`src/rtl/elev_call_latch.sv`:
```
// elev_call_latch: debounced hall/car call latching with SCAN-ordered target selection
module elev_call_latch #(
    parameter int NUM_FLOORS      = 10,
    parameter int DEBOUNCE_CYCLES = 4
) (
    input  logic                  clock,
    input  logic                  reset,
    input  logic [NUM_FLOORS-1:0] buttons_inside,
    input  logic [NUM_FLOORS-2:0] buttons_outside_up,
    input  logic [NUM_FLOORS-1:1] buttons_outside_down,
    input  logic [3:0]            floor,
    input  logic                  open_door,
    input  logic                  up_signal,
    input  logic                  down_signal,
    output logic [NUM_FLOORS-1:0] lamp_inside,
    output logic [NUM_FLOORS-2:0] lamp_up,
    output logic [NUM_FLOORS-1:1] lamp_down,
    output logic [NUM_FLOORS-1:0] requests,
    output logic [3:0]            next_target,
    output logic                  target_valid,
    output logic                  dir_up
);
    // All buttons flattened: car calls low, hall-up next, hall-down on top.
    localparam int NB = 3 * NUM_FLOORS - 2;
    localparam logic [7:0] N = 8'(DEBOUNCE_CYCLES);

    logic [NB-1:0] raw, s1, s2, deb, deb_q, press, clr, lamp;
    logic [15:0] req16;
    logic [3:0] up_t, dn_t, t_nxt;
    logic has_up, has_dn, dir_nxt;

    assign raw = {buttons_outside_down, buttons_outside_up, buttons_inside};

    // Two-flop synchroniser and the previous debounced level for edge detection
    always_ff @(posedge clock or posedge reset) begin
        if (reset) begin
            s1    <= '0;
            s2    <= '0;
            deb_q <= '0;
        end else begin
            s1    <= raw;
            s2    <= s1;
            deb_q <= deb;
        end
    end

    for (genvar b = 0; b < NB; b++) begin : g_btn
        logic [7:0] cnt;
        // Count consecutive high samples, saturating so a held button stays debounced
        always_ff @(posedge clock or posedge reset) begin
            if (reset) cnt <= '0;
            else       cnt <= !s2[b] ? '0 : (cnt == N ? cnt : cnt + 8'd1);
        end
        assign deb[b] = cnt == N;
    end

    assign press = deb & ~deb_q;

    // Service clear mask: every lamp belonging to the floor the door is open at
    always_comb begin
        clr = '0;
        for (int f = 0; f < NUM_FLOORS; f++) begin
            if (open_door && floor == 4'(f)) begin
                clr[f] = 1'b1;
                if (f < NUM_FLOORS - 1) clr[NUM_FLOORS + f] = 1'b1;
                if (f > 0) clr[2 * NUM_FLOORS - 2 + f] = 1'b1;
            end
        end
    end

    // Lamps latch presses; a same-cycle clear takes priority
    always_ff @(posedge clock or posedge reset) begin
        if (reset) lamp <= '0;
        else       lamp <= (lamp | press) & ~clr;
    end

    assign lamp_inside = lamp[NUM_FLOORS-1:0];
    assign lamp_up     = lamp[2*NUM_FLOORS-2:NUM_FLOORS];
    assign lamp_down   = lamp[NB-1:2*NUM_FLOORS-1];
    assign requests    = lamp_inside | {1'b0, lamp_up} | {lamp_down, 1'b0};

    // SCAN choice: current floor, else nearest ahead, else reverse when the car is idle
    always_comb begin
        req16  = 16'(requests);
        has_up = 1'b0;
        has_dn = 1'b0;
        up_t   = '0;
        dn_t   = '0;
        for (int i = NUM_FLOORS - 1; i >= 0; i--) begin
            if (requests[i] && 4'(i) > floor) begin
                has_up = 1'b1;
                up_t   = 4'(i);
            end
        end
        for (int i = 0; i < NUM_FLOORS; i++) begin
            if (requests[i] && 4'(i) < floor) begin
                has_dn = 1'b1;
                dn_t   = 4'(i);
            end
        end
        t_nxt   = next_target;
        dir_nxt = dir_up;
        if (req16[floor]) t_nxt = floor;
        else if (dir_up && has_up) t_nxt = up_t;
        else if (!dir_up && has_dn) t_nxt = dn_t;
        else if ((has_up || has_dn) && !up_signal && !down_signal) begin
            t_nxt   = dir_up ? dn_t : up_t;
            dir_nxt = !dir_up;
        end
    end

    // Registered target and sweep direction
    always_ff @(posedge clock or posedge reset) begin
        if (reset) begin
            next_target  <= '0;
            target_valid <= 1'b0;
            dir_up       <= 1'b1;
        end else begin
            next_target  <= t_nxt;
            target_valid <= |requests;
            dir_up       <= dir_nxt;
        end
    end
endmodule

```
`config.mk`:
```
export PLATFORM = sky130hd
export DESIGN_NAME = elev_call_latch
export DESIGN_NICKNAME = d
export VERILOG_FILES = /design/src/rtl/elev_call_latch.sv
export SDC_FILE = /design/constraint.sdc
export NUM_CORES = 1
export LEC_CHECK = 0
export ABC_CLOCK_PERIOD_IN_PS = 15800
export BUFFER_PORTS_ARGS = -buffer_cell sky130_fd_sc_hd__buf_4
export CAP_MARGIN = 20
export CORE_UTILIZATION = 45
export DETAILED_ROUTE_END_ITERATION = 10
export HOLD_SLACK_MARGIN = 0.03
export PLACE_DENSITY = 0.69
export SLEW_MARGIN = 5
export SYNTH_ARGS = -nofsm -noshare
export SYNTH_HDL_FRONTEND = slang
export SYNTH_SLANG_ARGS = --single-unit
export TNS_END_PERCENT = 30
```
`constraint.sdc`:
```
create_clock -name clock -period 15.8 [get_ports clock]
set_input_delay 3.16 -clock clock [delete_from_list [all_inputs] [get_ports clock]]
set_output_delay 3.16 -clock clock [all_outputs]
set_load 0.02 [all_outputs]
```
==> run metrics <==
status finished, final reports clean; chip width 189 um; Final Skew 0.0179 ns; DR iter-0 viols 802; ys async rst share 1.00; core area 34500 um2; clock sink total 342; Total Routed Length 29000 um; register bit total from synthesis 342; setup TNS 0 ns; root buffer cell clkbuf_16; fmax 193 MHz; CTS clk-pin slew, worst paths 0.06 ns; Routed WL per cell 14.0 um; FILL cells 3040; EDFF count, synth 0; initial antenna violation count 2; first-pass GRT wire length 49700 um; Critical Path AT 5.70 ns; CTS HTree Levels 2; final setup violation count 0; post-CTS sizing 0; Post-Syn Instances 1469; GR Util All Layers 0.169; drt pass-1 iters 5; TritonCTS Buffers 38; sequential area share after synthesis 0.546; Buffers on Ports 80; Via Count 10495; largest net degree at the start of global routing 126; Mapped Area 15700 um2; Post-Syn Nets 1562; Final ANT Viol Nets 0; unrepaired setup endpoints after global routing false; Critical Setup Path Class input pin to asynchronous set/reset pin; Worst-Skew Late Latency 0.52 ns; Worst Hold Class flop to flop; nets@finish 1672; synth warn 0; Worst Tran Pin Value 0.964 ns; Data required, critical path 16.31 ns; MaxCap Viol Count 0; Worst Reg-to-Reg Cells 9; vias in the first global route 10399; post-CTS setup buffers 0; Hold Buf Count CTS 0; die area 35600 um2; maximum VDD drop 0.117 mV; grt total ovfl 0; synthesized area per cell 10.7 um2; r2r endpoint next_target[2]$_DFFE_PP0P_; Area Overhead vs Synth 15.3%; Worst Setup SP reset; Critical Path End g_btn[21].cnt[6]$_DFFE_PP0P_; boundary pin count 81; fin. max-slew vios 0; startpoint types input pin; CTS tree yes; final hold vios 0; period utilization 0.329; total power draw 2.35 mW; Detailed Place HPWL 19900 um; die span in y 189 um; worst flop-to-flop path startpoint lamp[27]$_DFF_PP0_; maximum fanout along the worst path 125; GPL Wtd Cong 0.877; fin crit period 5.19 ns; drt drc 0; CTS Buffer Depth 3; Vias per Instance 5.08; Pwr Density 130 nW/um2; Primary FF master, synth dfrtp_1; Worst R2R Setup Slack 13.01 ns; count of cell types in the netlist 62; share of layout cells above drive strength 1 0.102; Initial Util 0.455; static leakage power 8.55 nW; # rows 68; Setup crit end kind asynchronous set/reset pin; Slew HR 0.357
==> area by class of cell <==
class / instances / area, um2 / share of cell area
Sequential cell: 342 / 8560 / 0.473
Timing Repair Buffer: 83 / 623 / 0.0344
Clock buffer: 57 / 1140 / 0.0628
Clock inverter: 13 / 125 / 0.00692
Inverter: 96 / 368 / 0.0203
Antenna cell: 1 / 2.50 / 0.000138
Multi-Input combinational cell: 1018 / 6710 / 0.371
Tap cell: 455 / 569 / 0.0315
==> critical path: stages <==
cell and delay (ns):
buf_4 0.13, inv_8 0.55, buf_4 0.85, buf_4 0.86
==> stage by stage <==
stage | area, um2 | setup slack (ns) | utilization | cells | hold slack, ns
after global routing | 18100 | 10.13 | 0.525 | 2064 | 0.355
final | 18100 | 10.61 | 0.525 | 2065 | 0.344
after floorplan | 15700 | 3.16 | - | 1469 | 0.331
after detailed placement | 16800 | 9.88 | 0.488 | 1994 | 0.335
after CTS | 18100 | 10.40 | 0.525 | 2064 | 0.348
after global placement | 16800 | 9.89 | 0.488 | 1994 | 0.332
==> Yosys cell counts (10+ instances only) <==
cell / count / share of area
nand3_1: 123 / 0.039
nor2b_1: 12 / 0.0048
and3_1: 38 / 0.015
dfrtp_1: 341 / 0.54
nor3_1: 27 / 0.0086
mux2i_1: 10 / 0.0064
a21boi_0: 31 / 0.015
or3_1: 14 / 0.0056
ha_1: 56 / 0.045
nor4_1: 15 / 0.0060
nor2_1: 86 / 0.021
nand4b_1: 10 / 0.0056
a31oi_1: 19 / 0.0076
nand2_1: 102 / 0.024
xnor2_1: 132 / 0.074
o21a_1: 19 / 0.0091
and2_1: 157 / 0.063
o21ai_0: 48 / 0.015
a21oi_1: 24 / 0.0077
inv_1: 92 / 0.022
nor4b_1: 11 / 0.0061
xor2_1: 22 / 0.012
==> flip-flops by register name, indices dropped and copies added (netlist names) <==
signal and cells:
deb_q 28, dir_up 1, g_btn.cnt 224, lamp 28, next_target 4, s1 28
s2 28, target_valid 1
==> layer usage <==
layer / wire (um) / GRT usage / vias up
li1: - / - / 5189
met1: 13400 / 0.225 / 5094
met2: 13300 / 0.271 / 156
met3: 1500 / 0.0399 / 54
met4: 794 / 0.0546 / 2
met5: 9 / 0 / -
==> worst min path at each step <==
stage	slack, ns	cells past startpoint	to	from
6_report	0.34	0	s2[19]$_DFF_PP0_	s1[19]$_DFF_PP0_
5_1_grt	0.35	0	s2[26]$_DFF_PP0_	s1[26]$_DFF_PP0_
4_1_cts	0.35	0	s2[26]$_DFF_PP0_	s1[26]$_DFF_PP0_
3_5_place_dp	0.33	0	s2[15]$_DFF_PP0_	s1[15]$_DFF_PP0_
3_3_place_gp	0.33	0	s2[21]$_DFF_PP0_	s1[21]$_DFF_PP0_
2_1_floorplan	0.33	0	s2[0]$_DFF_PP0_	s1[0]$_DFF_PP0_
==> logic make-up (layout without fill, tap and decap cells) <==
group,Yosys count,after routing,synth area share
AOI/OAI and AO/OA,170,170,0.0704
xor gates and xnor gates,154,154,0.0860
adders and majority gates,56,56,0.0447
buffers and inverters,109,249,0.0268
DFF,342,342,0.546
muxes,13,13,0.00997
other,0,1,0
and+or+nand+nor,625,625,0.217
==> report_power, final <==
part           leakage [nW]  switching (mW)  internal [mW]  total [mW]
Sequential             4.50          0.0881          0.957        1.04
Combinational          3.43           0.252          0.174       0.425
Clock                 0.623           0.346          0.532       0.878
Total                  8.55           0.686           1.66        2.35
==> cells in the final DEF (no fill, tap or decap), drive strengths merged, types with 25 or more instances in the layout <==
cell,n
nor2,86
nand2,103
nor3,33
xnor2,132
and3,38
and2,157
clkbuf,57
inv,97
a21boi,31
o21ai,52
a21oi,25
dfrtp,341
nand3,123
ha,56
buf,83
No activity file was read; power rests on OpenSTA's default activity.
